## config.mk

```make
export PLATFORM = sky130hd
export DESIGN_NAME = fp32_mul_round_pack
export DESIGN_NICKNAME = d
export VERILOG_FILES = /design/src/rtl/fp32_mul_pkg.sv /design/src/rtl/fp32_classify.sv /design/src/rtl/fp32_mul_round_pack.sv
export SDC_FILE = /design/constraint.sdc
export NUM_CORES = 1
export LEC_CHECK = 0
export BUFFER_PORTS_ARGS = -buffer_cell sky130_fd_sc_hd__clkbuf_2
export CAP_MARGIN = 15
export CORE_UTILIZATION = 54
export DETAILED_ROUTE_END_ITERATION = 10
export PLACE_DENSITY = 0.87
export SYNTH_ARGS = -nofsm -noshare
export SYNTH_HDL_FRONTEND = slang
export SYNTH_SLANG_ARGS = --single-unit
```

## constraint.sdc

```tcl
create_clock -name clk -period 6.2 [get_ports clk]
set_clock_uncertainty 0.2 [all_clocks]
set_input_delay 0.62 -clock clk [delete_from_list [all_inputs] [get_ports clk]]
set_output_delay 0.62 -clock clk [all_outputs]
set_load 0.1 [all_outputs]
```

## src/rtl/fp32_mul_pkg.sv

```systemverilog
// Shared constants and the S1->S2 stage record for the FP32 multiplier
// round/pack stage.
package fp32_mul_pkg;

    localparam int          BIAS    = 127;
    localparam logic [31:0] QNAN    = 32'h7FC0_0000;

    // FP32 field positions
    localparam int SIGN    = 31;
    localparam int EXP_HI  = 30;
    localparam int EXP_LO  = 23;
    localparam int MANT_HI = 22;
    localparam int MANT_LO = 0;

    // Result class resolved in S1, in priority order NAN > INF > ZERO > NORM
    typedef enum logic [1:0] {
        SC_NORM = 2'd0,
        SC_NAN  = 2'd1,
        SC_INF  = 2'd2,
        SC_ZERO = 2'd3
    } sclass_t;

    // S1 -> S2 record; esum is a 10-bit two's-complement biased exponent
    typedef struct packed {
        logic        valid;
        logic        sign;
        logic [9:0]  esum;
        logic [6:0]  mant7;
        logic        g;
        logic        r;
        logic        s;
        sclass_t     sclass;
    } s1_rec_t;

endpackage

```

## src/rtl/fp32_classify.sv

```systemverilog
// Combinational operand classifier. Exponent 0 (zero or denormal) is
// reported as zero because the multiplier flushes denormals.
module fp32_classify
    import fp32_mul_pkg::*;
(
    input  logic [31:0] i_op,
    output logic        o_is_nan,
    output logic        o_is_inf,
    output logic        o_is_zero
);

    logic w_exp_max;
    logic w_mant_nz;

    assign w_exp_max = &i_op[EXP_HI:EXP_LO];
    assign w_mant_nz = |i_op[MANT_HI:MANT_LO];

    assign o_is_nan  = w_exp_max &  w_mant_nz;
    assign o_is_inf  = w_exp_max & ~w_mant_nz;
    assign o_is_zero = ~|i_op[EXP_HI:EXP_LO];

endmodule

```

## src/rtl/fp32_mul_round_pack.sv

```systemverilog
// Round/pack stage for the 8-bit-mantissa approximate FP32 multiplier.
// Two-stage valid/ready pipeline: S1 classifies and normalises, S2 rounds
// (nearest-even), range-checks and packs into the output register.
// Optional build macro FP_MUL_FLAGS_EN adds the out_flags port
// {invalid, overflow, underflow, inexact}, registered alongside out_y.
module fp32_mul_round_pack
    import fp32_mul_pkg::*;
(
    input  logic        clk,
    input  logic        rst_n,
    input  logic        in_valid,
    output logic        in_ready,
    input  logic [31:0] in_a,
    input  logic [31:0] in_b,
    input  logic [15:0] in_prod,
    output logic        out_valid,
    input  logic        out_ready,
    output logic [31:0] out_y
`ifdef FP_MUL_FLAGS_EN
    ,
    output logic [3:0]  out_flags
`endif
);

    s1_rec_t     r_s1;
    s1_rec_t     w_s1_nxt;
    logic        r_s2_valid;
    logic [31:0] r_y;
    logic        w_s2_adv;

    logic        w_nan_a, w_inf_a, w_zero_a;
    logic        w_nan_b, w_inf_b, w_zero_b;

    logic        w_up;
    logic [7:0]  w_m8;
    logic [9:0]  w_e;
    logic        w_ovf;
    logic        w_unf;
    logic [31:0] w_y;

    // S2 moves when it is empty or its result is being taken; S1 may load
    // while S2 is stalled as long as S1 itself is empty.
    assign w_s2_adv  = !r_s2_valid | out_ready;
    assign in_ready  = !r_s1.valid | w_s2_adv;
    assign out_valid = r_s2_valid;
    assign out_y     = r_y;

    fp32_classify u_cls_a (
        .i_op      (in_a),
        .o_is_nan  (w_nan_a),
        .o_is_inf  (w_inf_a),
        .o_is_zero (w_zero_a)
    );

    fp32_classify u_cls_b (
        .i_op      (in_b),
        .o_is_nan  (w_nan_b),
        .o_is_inf  (w_inf_b),
        .o_is_zero (w_zero_b)
    );

    // S1: sign, exponent sum, normalisation of the raw product and class
    always_comb begin
        w_s1_nxt       = '0;
        w_s1_nxt.valid = 1'b1;
        w_s1_nxt.sign  = in_a[SIGN] ^ in_b[SIGN];
        w_s1_nxt.esum  = {2'b00, in_a[EXP_HI:EXP_LO]} + {2'b00, in_b[EXP_HI:EXP_LO]}
                       - 10'(BIAS);
        if (in_prod[15]) begin
            w_s1_nxt.mant7 = in_prod[14:8];
            w_s1_nxt.g     = in_prod[7];
            w_s1_nxt.r     = in_prod[6];
            w_s1_nxt.s     = |in_prod[5:0];
            w_s1_nxt.esum  = w_s1_nxt.esum + 10'd1;
        end else begin
            // Taken even if prod[14] is 0: the approximate core can emit
            // such products and they are packed without a further shift.
            w_s1_nxt.mant7 = in_prod[13:7];
            w_s1_nxt.g     = in_prod[6];
            w_s1_nxt.r     = in_prod[5];
            w_s1_nxt.s     = |in_prod[4:0];
        end
        if (w_nan_a | w_nan_b | (w_inf_a & w_zero_b) | (w_inf_b & w_zero_a))
            w_s1_nxt.sclass = SC_NAN;
        else if (w_inf_a | w_inf_b)
            w_s1_nxt.sclass = SC_INF;
        else if (w_zero_a | w_zero_b)
            w_s1_nxt.sclass = SC_ZERO;
        else
            w_s1_nxt.sclass = SC_NORM;
    end

    // S1 register: capture a beat on accept, drop valid when it moves on
    always_ff @(posedge clk or negedge rst_n) begin
        if (!rst_n) begin
            r_s1 <= '0;
        end else if (in_ready) begin
            if (in_valid)
                r_s1 <= w_s1_nxt;
            else
                r_s1.valid <= 1'b0;
        end
    end

    // S2: round to nearest even, range check and pack
    always_comb begin
        w_up  = r_s1.g & (r_s1.r | r_s1.s | r_s1.mant7[0]);
        w_m8  = {1'b0, r_s1.mant7} + {7'd0, w_up};
        // On carry-out the low 7 bits are already zero (1.1111111 + ulp = 10.0)
        w_e   = r_s1.esum + {9'd0, w_m8[7]};
        w_ovf = $signed(w_e) >= 10'sd255;
        w_unf = $signed(w_e) <= 10'sd0;
        w_y   = {r_s1.sign, w_e[7:0], w_m8[6:0], 16'd0};
        case (r_s1.sclass)
            SC_NAN:  w_y = QNAN;
            SC_INF:  w_y = {r_s1.sign, 8'hFF, 23'd0};
            SC_ZERO: w_y = {r_s1.sign, 31'd0};
            default: begin
                if (w_ovf)
                    w_y = {r_s1.sign, 8'hFF, 23'd0};
                else if (w_unf)
                    w_y = {r_s1.sign, 31'd0};
            end
        endcase
    end

    // S2 / output register: holds its result while the consumer stalls
    always_ff @(posedge clk or negedge rst_n) begin
        if (!rst_n) begin
            r_s2_valid <= 1'b0;
            r_y        <= '0;
        end else if (w_s2_adv) begin
            r_s2_valid <= r_s1.valid;
            if (r_s1.valid)
                r_y <= w_y;
        end
    end

`ifdef FP_MUL_FLAGS_EN
    logic [3:0] w_flags;
    logic [3:0] r_flags;

    // Flags {invalid, overflow, underflow, inexact}; special results other
    // than NaN are exact
    always_comb begin
        w_flags = '0;
        case (r_s1.sclass)
            SC_NAN:  w_flags = 4'b1000;
            SC_NORM: w_flags = {1'b0, w_ovf, w_unf,
                                w_ovf | w_unf | r_s1.g | r_s1.r | r_s1.s};
            default: w_flags = '0;
        endcase
    end

    // Flag register, loaded in lockstep with out_y
    always_ff @(posedge clk or negedge rst_n) begin
        if (!rst_n)
            r_flags <= '0;
        else if (w_s2_adv && r_s1.valid)
            r_flags <= w_flags;
    end

    assign out_flags = r_flags;
`endif

endmodule
```

## Word level (Yosys, flattened, before mapping)

Index checks and enable logic that the tools add are counted.
Widths: inputs -> output; s select.

- Logic and storage cells: 62
- Latch bits: 0
- ROM bits: 0
- Output and inout port bits: 34
- Bits of input ports: 84
- Bits in writable memories: 0
- Register bits: 57
- Memories: 0

- Shifts and indexed selects: 0
- Eq/ne operators: 3
- Order comparisons: 2
- $mul: 0
- Reduce and logical (&&, ||, !) cells: 14
- Divide/modulo/power cells: 0
- Bitwise gates (word level): 19
- Mux-type cells: 9
- $add $sub $neg: 5

Operator list:

| operator | number |
|---|---|
| $pmux 32 s3 | 1 |
| $mux 31 | 2 |
| $reduce_or 23->1 | 2 |
| $mux 10 | 2 |
| $reduce_and 8->1 | 2 |
| $reduce_or 8->1 | 2 |
| $add 10x1->10 | 1 |
| $add 10x1->10 const B | 1 |
| $ge 10x9->1 const B | 1 |
| $le 10x1->1 const B | 1 |
| $sub 9x7->10 const B | 1 |
| $add 8x8->9 | 1 |
| $or 1x1->1 | 9 |
| $add 7x1->8 | 1 |
| $and 1x1->1 | 7 |
| $mux 2 | 3 |
| $reduce_or 6->1 | 1 |
| $reduce_or 5->1 | 1 |
| $eq 2x2->1 const B | 2 |
| $logic_not 1->1 | 4 |
| $reduce_and 2->1 | 2 |
| $eq 2x1->1 const B | 1 |
| $not 1->1 | 2 |
| $mux 1 | 1 |
| $xor 1x1->1 | 1 |

## Logic depth before layout (Yosys ltp)

Gate-level depths: netlist (run 1).

- Depth in word-level cells: 9
- Mapped depth: 12

## Hierarchy

Synthesis (run 1) repeated with hierarchy kept, for this count alone.

- Cells, all modules: 360
- Area, all modules: 3255.6 um2

By module, submodules not included:

| module | sequential area each (um2) | instances | cells an instance | area an instance (um2) |
|---|---|---|---|---|
| fp32_mul_round_pack | 1026.0 | 1 | 328 | 3052.9 |
| fp32_classify | 0.0 | 2 | 16 | 101.3 |

## Least setup slack after synthesis (run 1)

Ideal clock, no wire load.

- Path kind: register to register
- Start point: reg r_s2_valid, in the netlist out_valid
- End point: reg r_s1[22] in the netlist's numbering
- Arrival time: 2.967 ns
- Cell stages (with the launch flop): 6
- Path buffers: 2
- Setup slack: 2.897 ns
- Required time: 5.864 ns
- Path through: dfrtp_1 > nand3b_1 > nand2_1 > clkbuf_1 > clkbuf_1 > o21ai_0

- Longest elaborated chain between the ends: 4

Ends and longest elaborated chain:

| what | RTL line | text |
|---|---|---|
| from (decl) | fp32_mul_round_pack.sv:27 | `logic r_s2_valid;` |
| from (signal assigned) | fp32_mul_round_pack.sv:133 | `r_s2_valid <= r_s1.valid;` |
| $logic_not 1->1 | fp32_mul_round_pack.sv:43 | `assign w_s2_adv = !r_s2_valid \| out_ready;` |
| $or 1x1->1 | fp32_mul_round_pack.sv:43 |  |
| $or 1x1->1 | fp32_mul_round_pack.sv:44 | `assign in_ready = !r_s1.valid \| w_s2_adv;` |
| net in_ready | fp32_mul_round_pack.sv:12 | `output logic in_ready,` |
| $reduce_and 2->1 (no source line) | -- |  |
| to (signal assigned) | fp32_mul_round_pack.sv:99 | `r_s1 <= w_s1_nxt;` |
| to (decl) | fp32_mul_round_pack.sv:25 | `s1_rec_t r_s1;` |

The timed path passes the listed nets, and every way through them passes these cells.
A chain may end at the register's enable or synchronous reset.

## Worst setup path in the final report (run 1)

- Start point: in in_b[24]
- End point: reg r_s1[20] in the netlist's numbering

- Longest elaborated chain between the ends: 4

Ends and longest elaborated chain:

| what | RTL line | text |
|---|---|---|
| from (decl) | fp32_mul_round_pack.sv:14 | `input logic [31:0] in_b,` |
| $add 8x8->9 * | fp32_mul_round_pack.sv:67 | `w_s1_nxt.esum = {2'b00, in_a[EXP_HI:EXP_LO]} + {2'b00, in_b[EXP_HI:EXP_LO]}` |
| $sub 9x7->10 * | fp32_mul_round_pack.sv:68 | `- 10'(BIAS);` |
| $add 10x1->10 | fp32_mul_round_pack.sv:74 | `w_s1_nxt.esum = w_s1_nxt.esum + 10'd1;` |
| $mux 10 * | fp32_mul_round_pack.sv:69 | `if (in_prod[15]) begin` |

Every way passes the cells marked *; elsewhere a longest branch is shown, timed or not.

==> flow_metrics.py, run 1 <==
metrics = {
    "setup_path": {
        "worstSetupStartpointType": "input port",
        "critPathRequiredTime_ps": 6220,
        "crit_type": "input port to register",
        "critPathCaptureType": "register",
        "cp_max_fo": 4,
        "arrival_ps": 3210,
        "rrSetupSlack_ps": 3020,
    },
    "power_and_ir_drop": {
        "power.density_nw_per_um2": 316.5,
        "leakagePower_nw": 1.770,
        "fin_total_pwr_mw": 1.174,
        "ir_drop_v": 0.0002552,
    },
    "cells_and_area": {
        "layout-area-overhead-vs-synth_pct": 19.14,
        "drive_above_1_share_pct": 25.49,
        "final_cell_mix": "clkbuf_2, nand2_1, dfrtp_1, o21ai_0, ha_1",
        "fin_nets": 562,
        "final_common_cell": "clkbuf_2",
        "antennaDiodeCount": 0,
        "postLayoutCoreUtil_pct": 66.92,
    },
    "synthesis": {
        "yosysSeqAreaShare_pct": 32.97,
        "synthArstFlopShare_pct": 100.0,
        "synth_edf_count": 0,
        "syn-cell-area_sq_um": 3112,
        "yosysWarnings": 0,
        "synthCells": 361,
        "yosys.area_share.simple_pct": 23.44,
        "synth_top_flop_cell": "dfrtp_1",
        "synth-xor-area-share_pct": 7.600,
        "ys_seq_elements": 41,
        "ys_types": 54,
        "yosys-mux-area-fraction_pct": 3.538,
        "yosys.area_share.adder_pct": 9.891,
        "synth_top_family_by_area": "simple AND/OR/NAND/NOR gates",
        "synth_compound_area_share_pct": 14.96,
        "syn_avg_cell_area_sq_um": 8.620,
    },
    "timing": {
        "worst_slack_ps": 3014,
        "timing.final.crit_share_pct": 51.39,
        "max_slew_margin_pct": 31.99,
        "max_freq_ghz": 0.3138,
        "layout_min_cycle_time_ps": 3186,
        "setup_viol": 0,
        "timing.hold.ws_ps": 262.5,
        "worst_pin_slew_ps": 1018,
        "slew_violations": 0,
        "finalHoldViolations": 0,
        "setup-tns-final_ps": 0,
        "rsz0062_at_grt": "false",
    },
    "cts": {
        "cts_num_sinks": 41,
        "cts_tree": "done",
        "clock_path_buffers": 2,
        "clkLatencyLatePin_ps": 300,
        "path_clk_slew_ps": 80,
        "cts_setup_buffers": 0,
        "cts_hold_buf": 0,
        "root_buffer": "clkbuf_8",
        "cts_resized": 0,
        "cts_inserted_buffers": 5,
        "cts_max_level": 2,
    },
    "grt": {
        "grt_pass1_wl_um": 11250,
        "grt_max_degree": 42,
        "overflow": 0,
        "grt_pass1_vias": 2635,
        "antenna_found_initial": 0,
        "grtUsageTotal_pct": 23.28,
    },
    "drt": {
        "drt-pass1-iter-count": 4,
        "routed_via_density": 5.469,
        "vias": 2882,
        "drc": 0,
        "wire_per_inst_um": 12.75,
        "antenna_left": 0,
        "routed_wl_um": 6719,
        "drt_first_iter_violations": 125,
    },
    "floorplan": {
        "die_h_um": 77.91,
        "core.rowCount": 27,
        "die_area_sq_um": 6070,
        "io_pins": 118,
        "initial_core_util_pct": 56.17,
        "die_w_um": 77.91,
        "fp.coreArea_sq_um": 5540,
    },
    "min_path": {
        "hold_path.class": "input port to async pin",
    },
    "place": {
        "port_buffers": 101,
        "gp_congestion": 0.7941,
        "dp_hpwl_um": 5504,
        "dp_slack_ps": 2746,
    },
    "job": {
        "max_cap_viol_count": 0,
    },
    "outcome": {
        "status": "complete, no violations",
    },
}
==> per-stage QoR <==
| step | instance area [sq um] | std cells |
|---|---|---|
| 2_1_floorplan | 3168 | 376 |
| 3_3_place_gp | 3587 | 519 |
| 3_5_place_dp | 3587 | 519 |
| 4_1_cts | 3707 | 527 |
| 5_1_grt | 3707 | 527 |
| 6_report | 3707 | 527 |
==> critical path, cell delays in order <==
cell	delay (ps)
clkbuf_2	100
ha_1	290
ha_1	180
inv_1	60
fa_1	400
xnor2_1	320
nor3b_1	380
nand3_1	190
or4_1	490
a31oi_1	160
==> registers in the layout, summed over array words and instances (netlist names) <==
signal     cells
out_valid      1
out_y         16
r_s1          24
==> cell usage after synthesis, types with 2 or more instances <==
| cell type | count | area share (%) |
|---|---|---|
| nor3_1 | 8 | 1.3 |
| o2111ai_1 | 5 | 1.4 |
| a21o_1 | 2 | 0.48 |
| nand4_1 | 9 | 1.8 |
| buf_2 | 3 | 0.48 |
| buf_4 | 16 | 3.9 |
| nand2b_1 | 3 | 0.60 |
| nor2_1 | 20 | 2.4 |
| clkbuf_1 | 10 | 1.2 |
| or3_1 | 5 | 1.0 |
| and2_1 | 4 | 0.80 |
| or2_1 | 2 | 0.40 |
| nand3_1 | 9 | 1.4 |
| inv_1 | 15 | 1.8 |
| a31oi_1 | 4 | 0.80 |
| nand3b_1 | 2 | 0.48 |
| o21ai_0 | 24 | 3.9 |
| o31ai_1 | 4 | 0.97 |
| and3_1 | 3 | 0.60 |
| or4_1 | 5 | 1.2 |
| a21oi_1 | 9 | 1.4 |
| xnor2_1 | 14 | 3.9 |
| xor2_1 | 13 | 3.7 |
| o21ai_1 | 8 | 1.3 |
| nand2_1 | 46 | 5.5 |
| dfrtp_1 | 41 | 33 |
| nor4_1 | 12 | 2.4 |
| nor3b_1 | 2 | 0.48 |
| o221a_1 | 3 | 1.1 |
| mux2i_1 | 11 | 3.5 |
| nor2b_1 | 3 | 0.60 |
| ha_1 | 23 | 9.2 |
| nand3_2 | 2 | 0.64 |
==> kinds of logic (layout without fill, tap and decap cells) <==
| logic type | count (synthesis) | after routing |
|---|---|---|
| xor+xnor | 27 | 27 |
| simple gates | 141 | 141 |
| buf+inv | 45 | 124 |
| other cells | 1 | 16 |
| mux | 11 | 11 |
| compound gates | 71 | 71 |
| flops | 41 | 41 |
| fa+ha+maj | 24 | 24 |
==> path summary, 6_finish.rpt <==
| kind | cells past startpoint | end | startpoint |
|---|---|---|---|
| min | 1 | out_y[21] | rst_n |
| max | 10 | r_s1[20] | in_b[24] |
| min reg2reg | 2 | out_y[31] | out_y[31] |
| max in group asynchronous | 1 | r_s1[15] | rst_n |
| max reg2reg | 11 | out_y[25] | r_s1[5] |
| min in group clk | 2 | out_y[31] | out_y[31] |
==> report_power, final <==
group          internal [mW]  leakage [nW]  switching [mW]
Sequential             0.326         0.503          0.0571
Combinational          0.141          1.21           0.427
Clock                  0.131        0.0574          0.0921
==> metal layers <==
layer  part of all wire [%]  wire length, um  GRT usage (%)
met3                    5.2              351          3.529
met5                      0                0              0
met1                     41             2759          25.77
met4                    2.3              157          9.444
met2                     51             3451          44.07
==> cell type report <==
cell class / instances / area [sq um]
clock buffers: 6 / 82.58
inverters: 15 / 56.30
clock inverters: 2 / 37.54
fillers: 469 / 1833
well taps: 72 / 90.09
flip-flops and latches: 41 / 1026
repair buffers: 101 / 505.5
multi-input cells: 290 / 1909
Power figures use the tool's default switching activity.
==> run 2, diff against run 1 <==
Settings changed: CORE_UTILIZATION 54 to 50, PLACE_DENSITY 0.87 to 0.81.
Clock period 6.2 ns to 3.05 ns, I/O delays scaled along.
==> run 2 against run 1 <==
Power up 110%; sequential share of layout area is 0.82 points lower; clock-buffer cell count unchanged; final area rose by 3.2%; sequential cell count did not move; first-iteration DRC count shrank 27%; final cell count increased by 2.3%; hold slack got worse by 240 ps; clock power grew 100%; via count rose by 1.1%.
==> flow_metrics.py, run 2 (synthesized netlist as in run 1, its figures left out) <==
metrics = {
    "outcome": {
        "status": "complete, no violations",
    },
    "grt": {
        "grt_pass1_vias": 2710,
        "overflow": 0,
        "grtUsageTotal_pct": 22.61,
        "antenna_found_initial": 0,
        "grt_max_degree": 42,
        "grt_pass1_wl_um": 11530,
    },
    "drt": {
        "antenna_left": 0,
        "drt_first_iter_violations": 91,
        "drt-pass1-iter-count": 4,
        "vias": 2913,
        "routed_via_density": 5.404,
        "routed_wl_um": 7074,
        "drc": 0,
        "wire_per_inst_um": 13.12,
    },
    "place": {
        "port_buffers": 101,
        "gp_congestion": 0.8411,
        "dp_hpwl_um": 5669,
        "place_area_sq_um": 3630,
        "dp_slack_ps": 20.35,
        "place_inst": 527,
    },
    "cts": {
        "cts_max_level": 2,
        "cts_inserted_buffers": 5,
        "root_buffer": "clkbuf_8",
        "clock_path_buffers": 2,
        "cts_num_sinks": 41,
        "clkLatencyLatePin_ps": 300,
        "cts_tree": "done",
        "path_clk_slew_ps": 80,
    },
    "timing": {
        "setup_viol": 0,
        "worst_slack_ps": 107.8,
        "max_freq_ghz": 0.3399,
        "layout_min_cycle_time_ps": 2942,
        "finalHoldViolations": 0,
        "max_slew_margin_pct": 34.25,
        "slew_violations": 0,
        "timing.final.crit_share_pct": 96.47,
        "worst_pin_slew_ps": 986.2,
    },
    "cells_and_area": {
        "multi_input_comb_area_sq_um": 1952,
        "drive_above_1_share_pct": 28.23,
        "final.fill_count": 512,
        "layout-area-overhead-vs-synth_pct": 22.92,
        "max_flop_register": "r_s1",
        "fin_nets": 571,
        "largest_reg_flops": 24,
        "final-seq-area_sq_um": 1027,
        "fin_cells": 539,
        "final_common_cell": "clkbuf_2",
        "antennaDiodeCount": 0,
        "final_cell_mix": "clkbuf_2, nand2_1, dfrtp_1, o21ai_0, ha_1",
        "design_area_sq_um": 3825,
    },
    "min_path": {
        "holdPathEnd": "r_s1[23]",
        "min_path_cells": 2,
        "hold_path.class": "input port to register",
        "min-delay-start": "in_valid",
    },
    "setup_path": {
        "worstSetupStartpointType": "register",
        "crit_type": "register to register",
        "r2r_end": "out_y[16]",
        "critPathCaptureType": "register",
        "timing.rr.start": "r_s1[4]",
        "r2r_cells": 11,
        "arrival_ps": 2920,
        "path_buf_inv": 0,
        "cp_num_cells": 11,
        "critPathTopFamily": "simple AND/OR/NAND/NOR gates",
        "critPathRequiredTime_ps": 3030,
        "max_stage_delay_ps": 420,
        "crit_chain": "and2_4, nand3_2, nor2_1, ha_2, ha_4, nand3_4, or3_4, a2111o_1, a22oi_2, or4_4, o21ai_1",
        "cp_max_fo": 7,
        "worst_path_max_delay_cell": "a2111o_1",
        "rrSetupSlack_ps": 110,
    },
    "floorplan": {
        "die_h_um": 80.89,
        "fp.coreArea_sq_um": 5956,
        "die_area_sq_um": 6543,
        "initial_core_util_pct": 52.25,
        "io_pins": 118,
        "die_w_um": 80.89,
        "core.rowCount": 28,
    },
    "power_and_ir_drop": {
        "leakagePower_nw": 1.815,
        "ir_drop_v": 0.0004669,
        "power.density_nw_per_um2": 634.6,
    },
    "job": {
        "max_cap_viol_count": 0,
    },
}
==> run 2: how the worst max path moves through the flow <==
stage,start,slack [ps],endpoint
5_1_grt,r_s1[9],-8,out_y[16]
3_3_place_gp,r_s1[5],140,out_y[23]
6_report,r_s1[4],110,out_y[16]
3_5_place_dp,r_s1[5],20,out_y[23]
2_1_floorplan,out_valid,140,r_s1[22]
4_1_cts,r_s1[5],20,out_y[25]
==> run 2: repair_timing <==
item                       CTS  global route
gates cloned                 0             0
setup endpoints to repair    5            15
hold endpoints to repair    24             0
resized for setup            1             8
setup buffers                0             3
pin swaps                    0             4
hold buffers                 1             0
==> run 2: final cells by class <==
class | count | area share [%]
clock buffers | 6 | 2.159
repair buffers | 110 | 15.05
clock inverters | 2 | 0.9814
multi-input cells | 290 | 51.03
inverters | 15 | 1.472
well taps | 75 | 2.453
flip-flops and latches | 41 | 26.86
==> run 2: layer usage <==
| layer | wire [um] | vias to the layer above | GRT usage, % |
|---|---|---|---|
| met4 | 85 | 0 | 5.893 |
| li1 | - | 1468 | - |
| met1 | 2888 | 1355 | 25.91 |
| met5 | 0 | - | 0 |
| met3 | 269 | 6 | 3.258 |
| met2 | 3831 | 84 | 43.28 |
==> run 2: report_power, final <==
group | total [mW] | switching, mW | internal, mW
combinational | 1.18 | 0.875 | 0.304
sequential | 0.792 | 0.130 | 0.662
clock | 0.456 | 0.190 | 0.266
==> run 2: metrics by stage <==
stage                     utilization, %  TNS (ps)  hold WS (ps)  power, mW
after floorplan                        -         0        -190.6      1.732
after global placement             60.95         0         250.8      1.924
after detailed placement           60.95         0         261.6      1.957
after CTS                          63.17         0         17.17      2.420
after global routing               64.22    -8.499         29.72      2.570
final                              64.22         0         22.74      2.427
